$ cat config.mk
export PLATFORM = sky130hd
export DESIGN_NAME = mips_multicycle_ctrl
export DESIGN_NICKNAME = d
export VERILOG_FILES = /design/src/rtl/mips_mc_pkg.sv /design/src/rtl/mips_mc_aludec.sv /design/src/rtl/mips_multicycle_ctrl.sv
export SDC_FILE = /design/constraint.sdc
export NUM_CORES = 1
export LEC_CHECK = 0
export BUFFER_PORTS_ARGS = -buffer_cell sky130_fd_sc_hd__buf_2
export CAP_MARGIN = 20
export CORE_UTILIZATION = 45
export DETAILED_ROUTE_END_ITERATION = 12
export PLACE_DENSITY = 0.71
export SLEW_MARGIN = 15
export SYNTH_ARGS = -nofsm -noshare
export SYNTH_HDL_FRONTEND = slang
export SYNTH_SLANG_ARGS = --single-unit
$ cat constraint.sdc
create_clock -name clk -period 2.3 [get_ports clk]
set_clock_uncertainty 0.1 [all_clocks]
set_input_delay 0 -clock clk [delete_from_list [all_inputs] [get_ports clk]]
set_output_delay 0 -clock clk [all_outputs]
set_load 0.05 [all_outputs]
$ cat src/rtl/mips_mc_pkg.sv
// Shared encodings for the multi-cycle MIPS control unit: states, opcodes, functs, ALU codes.
// Optional addi support is enabled with the MIPS_MC_ADDI_EN macro (see mips_multicycle_ctrl).
package mips_mc_pkg;

    typedef enum logic [3:0] {
        FETCH  = 4'd0,
        DECODE = 4'd1,
        MEMADR = 4'd2,
        MEMRD  = 4'd3,
        MEMWB  = 4'd4,
        MEMWR  = 4'd5,
        EXEC   = 4'd6,
        ALUWB  = 4'd7,
        BEQ    = 4'd8,
        ADDIEX = 4'd9,
        ADDIWB = 4'd10,
        JUMP   = 4'd11
    } state_t;

    localparam logic [5:0] OP_RTYPE = 6'b000000;
    localparam logic [5:0] OP_LW    = 6'b100011;
    localparam logic [5:0] OP_SW    = 6'b101011;
    localparam logic [5:0] OP_BEQ   = 6'b000100;
    localparam logic [5:0] OP_J     = 6'b000010;
    localparam logic [5:0] OP_ADDI  = 6'b001000;

    localparam logic [5:0] FN_ADD = 6'b100000;
    localparam logic [5:0] FN_SUB = 6'b100010;
    localparam logic [5:0] FN_AND = 6'b100100;
    localparam logic [5:0] FN_OR  = 6'b100101;
    localparam logic [5:0] FN_SLT = 6'b101010;

    localparam logic [2:0] ALU_ADD = 3'b010;
    localparam logic [2:0] ALU_SUB = 3'b110;
    localparam logic [2:0] ALU_AND = 3'b000;
    localparam logic [2:0] ALU_OR  = 3'b001;
    localparam logic [2:0] ALU_SLT = 3'b111;

    typedef enum logic [1:0] {
        ALUOP_ADD   = 2'b00,
        ALUOP_SUB   = 2'b01,
        ALUOP_FUNCT = 2'b10
    } alu_op_t;

endpackage

$ cat src/rtl/mips_mc_aludec.sv
// ALU decoder: maps the FSM's ALUOp and the instruction Funct field to ALUControl.
import mips_mc_pkg::*;

module mips_mc_aludec (
    input  alu_op_t    alu_op_i,
    input  logic [5:0] funct_i,
    output logic [2:0] alu_control_o,
    output logic       bad_funct_o
);

    // NOTE: every output gets a default first so no path through the case infers a latch.
    always_comb begin
        alu_control_o = ALU_ADD;
        bad_funct_o   = 1'b0;
        unique case (alu_op_i)
            ALUOP_SUB:   alu_control_o = ALU_SUB;
            ALUOP_FUNCT: begin
                unique case (funct_i)
                    FN_ADD:  alu_control_o = ALU_ADD;
                    FN_SUB:  alu_control_o = ALU_SUB;
                    FN_AND:  alu_control_o = ALU_AND;
                    FN_OR:   alu_control_o = ALU_OR;
                    FN_SLT:  alu_control_o = ALU_SLT;
                    default: bad_funct_o   = 1'b1;
                endcase
            end
            default:     alu_control_o = ALU_ADD;
        endcase
    end

endmodule

$ cat src/rtl/mips_multicycle_ctrl.sv
// Multi-cycle MIPS control FSM with memory handshake, wait-timeout and illegal-op flags.
// Define MIPS_MC_ADDI_EN to add the addi path (ADDIEX/ADDIWB); otherwise addi is illegal.
import mips_mc_pkg::*;

module mips_multicycle_ctrl #(
    parameter int WAIT_TIMEOUT = 255,
    parameter int CNT_W        = 8
) (
    input  logic       clk,
    input  logic       reset,
    input  logic [5:0] Op,
    input  logic [5:0] Funct,
    input  logic       Zero,
    input  logic       mem_ready,
    output logic       mem_req,
    output logic       IorD,
    output logic       MemWrite,
    output logic       IRWrite,
    output logic       PCEn,
    output logic       RegWrite,
    output logic       RegDst,
    output logic       MemtoReg,
    output logic       ALUSrcA,
    output logic [1:0] ALUSrcB,
    output logic [1:0] PCSrc,
    output logic [2:0] ALUControl,
    output logic [3:0] state,
    output logic       illegal_op,
    output logic       mem_timeout
);

    localparam logic [CNT_W-1:0] TIMEOUT_C = CNT_W'(WAIT_TIMEOUT);

    state_t           state_q, state_d;
    logic [CNT_W-1:0] cnt_q, cnt_d;
    logic             illegal_q, illegal_d;
    logic             timeout_q, timeout_d;
    alu_op_t          alu_op;
    logic             bad_funct;
    logic             bad_op;
    logic             pc_write, branch;

    mips_mc_aludec u_aludec (
        .alu_op_i      (alu_op),
        .funct_i       (Funct),
        .alu_control_o (ALUControl),
        .bad_funct_o   (bad_funct)
    );

    always_comb begin
        state_d  = FETCH;
        bad_op   = 1'b0;
        mem_req  = 1'b0;
        IorD     = 1'b0;
        MemWrite = 1'b0;
        IRWrite  = 1'b0;
        pc_write = 1'b0;
        branch   = 1'b0;
        RegWrite = 1'b0;
        RegDst   = 1'b0;
        MemtoReg = 1'b0;
        ALUSrcA  = 1'b0;
        ALUSrcB  = 2'b00;
        PCSrc    = 2'b00;
        alu_op   = ALUOP_ADD;
        case (state_q)
            FETCH: begin
                mem_req  = 1'b1;
                ALUSrcB  = 2'b01;
                IRWrite  = mem_ready;
                pc_write = mem_ready;
                state_d  = mem_ready ? DECODE : FETCH;
            end
            DECODE: begin
                ALUSrcB = 2'b11;
                case (Op)
                    OP_LW, OP_SW: state_d = MEMADR;
                    OP_RTYPE:     state_d = EXEC;
                    OP_BEQ:       state_d = BEQ;
                    OP_J:         state_d = JUMP;
`ifdef MIPS_MC_ADDI_EN
                    OP_ADDI:      state_d = ADDIEX;
`endif
                    default:      bad_op  = 1'b1;
                endcase
            end
            MEMADR: begin
                ALUSrcA = 1'b1;
                ALUSrcB = 2'b10;
                state_d = (Op == OP_LW) ? MEMRD : MEMWR;
            end
            MEMRD: begin
                mem_req = 1'b1;
                IorD    = 1'b1;
                state_d = mem_ready ? MEMWB : MEMRD;
            end
            MEMWB: begin
                RegWrite = 1'b1;
                MemtoReg = 1'b1;
            end
            MEMWR: begin
                mem_req  = 1'b1;
                IorD     = 1'b1;
                MemWrite = 1'b1;
                state_d  = mem_ready ? FETCH : MEMWR;
            end
            EXEC: begin
                ALUSrcA = 1'b1;
                alu_op  = ALUOP_FUNCT;
                state_d = ALUWB;
            end
            ALUWB: begin
                RegWrite = 1'b1;
                RegDst   = 1'b1;
            end
            BEQ: begin
                ALUSrcA = 1'b1;
                alu_op  = ALUOP_SUB;
                PCSrc   = 2'b01;
                branch  = 1'b1;
            end
`ifdef MIPS_MC_ADDI_EN
            ADDIEX: begin
                ALUSrcA = 1'b1;
                ALUSrcB = 2'b10;
                state_d = ADDIWB;
            end
            ADDIWB: RegWrite = 1'b1;
`endif
            JUMP: begin
                PCSrc    = 2'b10;
                pc_write = 1'b1;
            end
            default: state_d = FETCH;
        endcase
    end

    assign PCEn = pc_write | (branch & Zero);

    // Counter restarts whenever the access completes or the FSM moves on.
    always_comb begin
        cnt_d = cnt_q;
        if (mem_ready || (state_d != state_q)) begin
            cnt_d = '0;
        end else if (mem_req && (cnt_q != TIMEOUT_C)) begin
            cnt_d = cnt_q + 1'b1;
        end
        timeout_d = timeout_q | (mem_req && !mem_ready && (cnt_d == TIMEOUT_C));
        illegal_d = illegal_q | bad_op | ((state_q == EXEC) && bad_funct);
    end

    // NOTE: state registers use non-blocking assignments so every flop samples pre-edge values.
    always_ff @(posedge clk or posedge reset) begin
        if (reset) begin
            state_q   <= FETCH;
            cnt_q     <= '0;
            illegal_q <= 1'b0;
            timeout_q <= 1'b0;
        end else begin
            state_q   <= state_d;
            cnt_q     <= cnt_d;
            illegal_q <= illegal_d;
            timeout_q <= timeout_d;
        end
    end

    assign state       = state_q;
    assign illegal_op  = illegal_q;
    assign mem_timeout = timeout_q;

endmodule

==> impl_metrics.toml, run 1 <==
[drt]
vias = 1372
drt-vias-per-instance = 5.94
wl_per_cell_um = 13.7
drt_iter0_drc = 52
drc = 0
first_pass_iters = 4
antenna_left = 0
drt_wl_total_um = 3160

[die]
std_cell_rows = 19
die-area_um2 = 3180
die_h_um = 56.4
die_w_um = 56.4
core-area_um2 = 2780
ios = 38
start_util_pct = 47.9

[sta]
drv_slew = 0
hold_viol = 0
holdWs_ps = 5.14
fmax_mhz = 455
fin_tns_setup_ps = 0
tightestPinTransition_ps = 536
setup_violations = 0
fin_crit_ps = 2200
final.period_utilization_pct = 95.7
fin_ws_ps = 100
rsz0062_at_grt = "no"
slew_headroom_pct = 64.3

[clocking]
clock_latency_ps = 280
cts_made_buffers = 3
cts_buffer_depth = 2
tritoncts = "done"
clkTransAtPathRegs_ps = 90
cts_sinks = 14
clock-root-buffer = "clkbuf_4"
htreeDepth = 1

[place]
io_buffers = 37
dpl_worst_slack_ps = 199
place_area_um2 = 1580
place_hpwl_um = 2380
gp_congestion = 0.863
dp.cells = 223

[final_layout]
diodes = 0
nets = 220
area_delta_synth_final_pct = 24.6
nFillCells = 239
final_area_um2 = 1660
drive_above_1_share_pct = 35.0
instances_no_fill = 231
post-route-util_pct = 59.6

[status]
status = "finished clean"

[logic_synthesis]
synth_seq_cells = 14
yosysWarnings = 0
syn_inst = 158
syn_nets = 177
syn_avg_cell_area_um2 = 8.43
synth_cell_type_count = 55
synth_edf_count = 0
synthArstFlopShare_pct = 100
yosysSeqAreaShare_pct = 26.3
netlist_area_um2 = 1330
ys.flop_type = "dfrtp_1"

[grt]
antenna_found_initial = 0
grt_max_degree = 21
gr-total-overflow = 0
track_usage_pct = 21.0
grt_pass1_vias = 1260
grt_pass1_wl_um = 5370

[power]
powerDensity_nw_per_um2 = 745
ir_drop_mv = 0.718
p_leak_nw = 0.760
total_power_mw = 1.24

[setup_path]
path_cells = "buf_4, inv_1, nand2_1, nor2_2, ha_1, a211o_1, buf_2"
crit_path_start_kind = "flop"
slowest_delay_ps = 470
crit_type = "flop to output pin"
crit_fanout = 9
cp_slowest_cell = "dfrtp_2"
endpoint_kind = "output pin"
arrival_ps = 2100
required_ps = 2200

[worst_hold_path]
hp-class = "input pin to flop"

[run]
maxCapViolations = 0
-- cell type report --
cell class	instances	area [um^2]	area share, %
Inverter	7	26.3	1.58
Timing Repair Buffer	47	274	16.5
Multi-Input combinational cell	128	930	56.0
Tap cell	31	38.8	2.34
Clock buffer	4	36.3	2.19
Sequential cell	14	354	21.3
-- power by group --
part,switching (mW),internal [mW],total (mW)
Sequential,0.0325,0.271,0.303
Combinational,0.504,0.249,0.753
Clock,0.0832,0.0962,0.179
Total,0.619,0.617,1.24
-- routing by layer --
layer / up-vias / GRT usage, % / share of wire, %
li1: 657 / - / -
met1: 643 / 26.7 / 44
met2: 61 / 36.2 / 48
met3: 11 / 1.84 / 4.6
met4: 0 / 9.41 / 3.1
met5: - / 0 / 0
-- Yosys cell counts (all sizes together), types with 2 or more instances --
| master | instances | share of area, % |
|---|---|---|
| a2111oi | 2 | 2.7 |
| a211o | 3 | 2.0 |
| a21oi | 4 | 2.3 |
| a31oi | 3 | 1.4 |
| and3 | 3 | 1.5 |
| buf | 4 | 2.5 |
| clkbuf | 5 | 1.5 |
| dfrtp | 14 | 26 |
| ha | 3 | 2.8 |
| inv | 7 | 2.0 |
| mux2 | 3 | 3.1 |
| mux2i | 3 | 2.3 |
| nand2 | 12 | 4.1 |
| nand2b | 5 | 2.3 |
| nand3 | 6 | 3.2 |
| nand3b | 2 | 1.1 |
| nand4 | 2 | 0.94 |
| nor2 | 24 | 7.3 |
| nor2b | 2 | 0.94 |
| nor3 | 11 | 4.1 |
| nor3b | 2 | 1.1 |
| nor4 | 4 | 1.9 |
| nor4b | 3 | 2.4 |
| o21ai | 3 | 1.1 |
| o21bai | 2 | 1.1 |
| or3 | 2 | 1.3 |
| xnor2 | 7 | 4.6 |
| xor2 | 2 | 1.3 |
-- worst max-delay path, delay by kind of cell, from the launching register on --
family / cells / cell delay [ps]
compound gates: 1 / 290
fa+ha+maj: 1 / 320
buf+inv: 3 / 490
flops: 1 / 470
simple gates: 2 / 250
-- timing repair --
item	CTS	global route
hold buffers	4	0
hold endpoints to repair	17	0
endpoints found under the setup margin	0	3
setup buffers	0	0
gates resized for setup	0	3
-- kinds of logic (layout without fill, tap and decap cells) --
| logic type | after synthesis | count (layout) | synth area share, % |
|---|---|---|---|
| buffers and inverters | 16 | 58 | 6.01 |
| AO/OA/AOI/OAI | 28 | 28 | 18.5 |
| XOR/XNOR | 9 | 9 | 5.92 |
| flip-flops | 14 | 14 | 26.3 |
| adder cells (fa/ha/maj) | 3 | 3 | 2.82 |
| AND/OR/NAND/NOR | 82 | 82 | 35.1 |
| multiplexers | 6 | 6 | 5.36 |
-- sequential cells by signal (all words and copies together) (netlist names) --
name and flops:
cnt_q 8, illegal_op 1, mem_timeout 1, state 4
-- cell usage in the layout, fill, tap and decap left out, types with 3 or more instances in the layout --
cell and instances:
dlygate4sd3_1 4, dfrtp_2 3, clkbuf_4 3, mux2i_1 3, ha_1 3, nand2_1 10, inv_1 7, nor3_1 9
nor4_1 4, a31oi_1 3, buf_2 37, xnor2_1 7, a211o_1 3, nand2b_1 5, nor2_1 20, buf_4 5
dfrtp_1 11, nand3_1 5, o21ai_0 3, a21oi_1 3
-- worst paths after layout --
path / startpoint / end / slack (ps) / depth (start not counted)
worst min-delay path: Funct[4] / illegal_op / 5 / 5
worst min register to register: illegal_op / illegal_op / 390 / 2
max in group asynchronous: reset / state[0] / 1530 / 3
min in group asynchronous: reset / state[3] / 190 / 3
worst max register to register: state[2] / mem_timeout / 190 / 6
worst max-delay path: state[0] / ALUControl[1] / 100 / 7
No activity file was read; power rests on OpenSTA's default activity.
==> run 2, diff against run 1 <==
--- a/config.mk
+++ b/config.mk
@@ -5,11 +5,10 @@
 export SDC_FILE = /design/constraint.sdc
 export NUM_CORES = 1
 export LEC_CHECK = 0
-export BUFFER_PORTS_ARGS = -buffer_cell sky130_fd_sc_hd__buf_2
 export CAP_MARGIN = 20
 export CORE_UTILIZATION = 45
 export DETAILED_ROUTE_END_ITERATION = 12
-export PLACE_DENSITY = 0.71
+export DONT_BUFFER_PORTS = 1
 export SLEW_MARGIN = 15
 export SYNTH_ARGS = -nofsm -noshare
 export SYNTH_HDL_FRONTEND = slang
==> run 2 against run 1 <==
  * Critical path depth fell by 1
  * Sequential power rose by 2%
  * Sequential share of layout area down 0.98 points
  * First-iteration DRC count unchanged
  * Global-route usage up 1.9 points
  * Combinational power up 5.4%
  * Design area grew 4.8%
  * Critical endpoint unchanged
  * Largest cell class unchanged
  * Highest routed layer unchanged
==> impl_metrics.toml, run 2 (same netlist as run 1, synthesis figures left out) <==
[status]
status = "finished clean"

[setup_path]
crit_path_start_kind = "flop"
path_cells = "buf_4, nand2b_1, nor2_1, ha_2, a211o_1, buf_12"
required_ps = 2200
rr_worst_depth = 6
slowest_delay_ps = 400
arrival_ps = 2080
crit_type = "flop to output pin"
cp_slowest_cell = "dfrtp_2"
crit_fanout = 18
endpoint_kind = "output pin"

[clocking]
cts_made_buffers = 3
cts_setup_buffers = 0
clkTransAtPathRegs_ps = 100
cts_sinks = 14
clock-root-buffer = "clkbuf_4"
tritoncts = "done"
clock_latency_ps = 290
cts_buffer_depth = 2
htreeDepth = 1

[place]
io_buffers = 0
place_hpwl_um = 2440
gp_congestion = 0.948

[die]
die_w_um = 56.4
start_util_pct = 47.9
ios = 38
die_h_um = 56.4
die-area_um2 = 3180
std_cell_rows = 19
core-area_um2 = 2780

[power]
switching_share_pct = 49.3
p_clk_share_pct = 14.3
power_frac_comb_pct = 61.7
powerDensity_nw_per_um2 = 740
ir_drop_mv = 0.479
intPower_mw = 0.653
p_leak_nw = 0.739
power.switching_mw = 0.635
p_seq_share_pct = 24.0

[final_layout]
area_delta_synth_final_pct = 30.6
final_common_cell = "nor2_1"
largest_reg_flops = 8
nFillCells = 246
drive_above_1_share_pct = 27.0
most-common-layout-cells = "nor2_1 (21), buf_4 (19), dlygate4sd3_1 (12)"
nets = 209
top_register = "cnt_q"
diodes = 0

[sta]
rsz0062_at_grt = "no"
slew_headroom_pct = 59.5
fmax_mhz = 458
drv_slew = 0
hold_viol = 0
tightestPinTransition_ps = 602
fin_tns_setup_ps = 0
holdWs_ps = 76.4
final.period_utilization_pct = 95.0
setup_violations = 0
fin_crit_ps = 2180

[worst_hold_path]
whs_path_depth = 4
hp-class = "input pin to flop"

[grt]
grt_max_degree = 21
antenna_found_initial = 0
track_usage_pct = 23.0
grt_pass1_vias = 1300
gr-total-overflow = 0
grt_pass1_wl_um = 5840

[drt]
first_pass_iters = 4
antenna_left = 0
drt_wl_total_um = 3440
drc = 0
vias = 1332
drt_iter0_drc = 52
drt-vias-per-instance = 6.05
wl_per_cell_um = 15.7

[run]
maxCapViolations = 0
[run 2: cell types whose count changed in the layout (fill, tap and decap cells not counted), moves of 4 or more]
cell	before	now
buf_2	37	0
buf_4	5	19
dlygate4sd3_1	4	12
buf_12	0	4
[run 2: critical path: cells and delay by family (launching register included)]
family                   cells  cell delay, ps
AO/OA/AOI/OAI                1             320
buffers and inverters        2             400
AND/OR/NAND/NOR              2             310
adder cells (fa/ha/maj)      1             360
flip-flops                   1             400
[run 2: timing repair]
| item | CTS | global route |
|---|---|---|
| gates resized for setup | 0 | 3 |
| setup endpoints to repair | 0 | 1 |
| hold endpoints to repair | 25 | 0 |
| hold buffers | 12 | 0 |
[run 2: area by class of cell]
cell class                      count  area [um^2]  share of cell area [%]
Sequential cell                    14          354                    20.4
Inverter                            7         26.3                    1.51
Timing Repair Buffer               36          354                    20.4
Multi-Input combinational cell    128          930                    53.5
Clock buffer                        4         36.3                    2.09
Tap cell                           31         38.8                    2.23
[run 2: power by group through the flow]
stage               Sequential (mW)  Clock, mW  Combinational (mW)
finish                        0.309      0.184               0.794
global route                  0.313      0.197               0.843
CTS                           0.305      0.185               0.786
detailed placement            0.309          0               0.751
global placement              0.305          0               0.744
floorplan                     0.337          0               0.565
[run 2: routing by layer]
metal	wire length [um]	global-route usage, %	vias to the layer above	share of wire, %
met2	1680	39.5	57	49
li1	-	-	638	-
met3	187	2.53	4	5.4
met5	0	0	-	0
met1	1530	29.8	633	44
met4	51	8.01	0	1.5
[run 2: worst paths after layout]
check / endpoint / startpoint / slack (ps)
max in group asynchronous: state[0] / reset / 1600
max reg2reg: mem_timeout / state[2] / 150
min reg2reg: cnt_q[7] / cnt_q[7] / 530
max: ALUControl[1] / state[2] / 120
min in group asynchronous: cnt_q[5] / reset / 100
min: state[1] / Op[0] / 80
[run 2: stage by stage]
step                instances  utilization (%)  power [mW]  cell area, um^2  setup WS [ps]
floorplan                 158                -       0.901             1360           5.91
global placement          204             56.6        1.05             1580            224
detailed placement        204             56.6        1.06             1580            134
CTS                       220             62.3        1.28             1730           75.3
global route              220             62.5        1.35             1740           2.86
finish                    220             62.5        1.29             1740            116
==> run 3, diff against run 2 <==
--- a/config.mk
+++ b/config.mk
@@ -9,6 +9,7 @@
 export CORE_UTILIZATION = 45
 export DETAILED_ROUTE_END_ITERATION = 12
 export DONT_BUFFER_PORTS = 1
+export PLACE_DENSITY = 0.58
 export SLEW_MARGIN = 15
 export SYNTH_ARGS = -nofsm -noshare
 export SYNTH_HDL_FRONTEND = slang
==> run 3 against run 2 <==
  * Largest cell class unchanged
  * Die area did not move
  * Core utilization rose by 0.36 points
  * Critical path depth did not move
  * Worst hold slack got worse by 55 ps
  * Combinational power rose by 1%
  * Count of clock-buffer cells in the layout did not move
  * Register-to-register slack barely moved
  * Critical endpoint unchanged
  * Non-clock buffer count did not move
  * Design area rose by 0.58%
  * Critical path type unchanged
==> impl_metrics.toml, run 3 (same netlist as run 1, synthesis figures left out) <==
[clocking]
clkTransAtPathRegs_ps = 90
cts_setup_buffers = 0
clock_latency_ps = 270
cts_buffer_depth = 2
htreeDepth = 1
clock-root-buffer = "clkbuf_4"
cts_sinks = 14
tritoncts = "done"
cts_made_buffers = 3

[grt]
antenna_found_initial = 0
grt_pass1_vias = 1290
track_usage_pct = 21.9
grt_max_degree = 21
grt_pass1_wl_um = 5700
gr-total-overflow = 0

[setup_path]
rr_worst_depth = 6
crit_family = "buffers and inverters"
path_cells = "buf_8, nand2_1, nor2_2, ha_1, a211o_1, buf_12"
slowest_delay_ps = 380
r2r_slack_ps = 160
timing.rr.end = "mem_timeout"
arrival_ps = 2090
r2r_start = "state[2]"
crit_path_start_kind = "flop"
required_ps = 2200
endpoint_kind = "output pin"
crit_type = "flop to output pin"
crit_fanout = 20
cp_slowest_cell = "dfrtp_2"
worstPathBufferInverterCount = 2

[worst_hold_path]
whs_path_depth = 4
hold_start = "Op[0]"
min_to = "state[1]"
hp-class = "input pin to flop"

[final_layout]
nets = 209
drive_above_1_share_pct = 26.5
multi_input_area_um2 = 930
most-common-layout-cells = "nor2_1 (20), buf_4 (17), dlygate4sd3_1 (13)"
seqCellArea_um2 = 354
final_common_cell = "nor2_1"
instances_no_fill = 220
nFillCells = 234
area_delta_synth_final_pct = 31.4
diodes = 0
largest_reg_flops = 8
post-route-util_pct = 62.9
top_register = "cnt_q"

[drt]
drt-vias-per-instance = 5.99
drt_wl_total_um = 3360
drc = 0
vias = 1318
first_pass_iters = 4
wl_per_cell_um = 15.3
drt_iter0_drc = 62
antenna_left = 0

[sta]
rsz0062_at_grt = "no"
fin_tns_setup_ps = 0
tightestPinTransition_ps = 517
fin_crit_ps = 2190
drv_slew = 0
final.period_utilization_pct = 95.4
fmax_mhz = 456
holdWs_ps = 21.8
setup_violations = 0
hold_viol = 0
slew_headroom_pct = 65.2

[power]
powerDensity_nw_per_um2 = 731
p_leak_nw = 0.737
ir_drop_mv = 0.492

[run]
maxCapViolations = 0

[die]
die-area_um2 = 3180
ios = 38
std_cell_rows = 19
die_w_um = 56.4
core-area_um2 = 2780
die_h_um = 56.4
start_util_pct = 47.9

[place]
io_buffers = 0
gp_congestion = 0.898
dp.cells = 203
place_hpwl_um = 2500

[status]
status = "finished clean"
run 3: cell count changes in the layout (fill, tap and decap cells not counted):
cell,previous run,this run
nor2_2,1,2
ha_1,2,3
ha_2,1,0
dlygate4sd3_1,12,13
buf_4,19,17
nor2_1,21,20
buf_8,0,1
run 3: worst max path at each step:
stage / startpoint / end / slack (ps) / depth (start not counted)
finish: state[1] / ALUControl[1] / 110 / 6
global route: state[1] / ALUControl[1] / 5 / 6
CTS: state[1] / ALUControl[1] / 20 / 6
detailed placement: state[2] / mem_timeout / 180 / 6
global placement: state[2] / mem_timeout / 230 / 6
floorplan: state[3] / ALUControl[1] / 6 / 5
run 3: final cells by class:
cell class              instances  share of cell area (%)
multi-input cells             128                    53.1
repair buffers                 36                    20.8
flip-flops and latches         14                    20.2
well taps                      31                    2.22
clock buffers                   4                    2.07
inverters                       7                    1.50
run 3: per-stage QoR:
stage	power, mW	worst slack (ps)	cell area [um^2]
after floorplan	0.901	5.91	1360
after global placement	1.05	230	1570
after detailed placement	1.07	181	1570
after CTS	1.28	21.6	1740
after global routing	1.35	4.89	1750
final	1.28	105	1750
run 3: per-layer routing:
layer | routed length, um | global-route usage [%] | part of all wire (%) | vias up
li1 | - | - | - | 637
met1 | 1460 | 29.0 | 43 | 628
met2 | 1670 | 37.6 | 50 | 49
met3 | 192 | 2.76 | 5.7 | 4
met4 | 35 | 5.92 | 1.0 | 0
met5 | 0 | 0 | 0 | -
run 3: worst register-to-register path, delay by kind of cell, from the launching register on:
kind               cells  cell delay, ps
muxes                  1             310
and+or+nand+nor        2             350
AOI/OAI and AO/OA      3             820
DFF                    1             450
run 3: repair_timing:
item	CTS	global route
resized for setup	1	4
hold buffers	13	0
pin swaps	0	0
setup endpoints to repair	2	3
hold endpoints to repair	26	0
run 3: power breakdown:
part,total [mW],switching [mW],internal (mW)
sequential,0.299,0.0302,0.269
combinational,0.803,0.510,0.293
clock,0.177,0.0804,0.0961
total,1.28,0.620,0.658
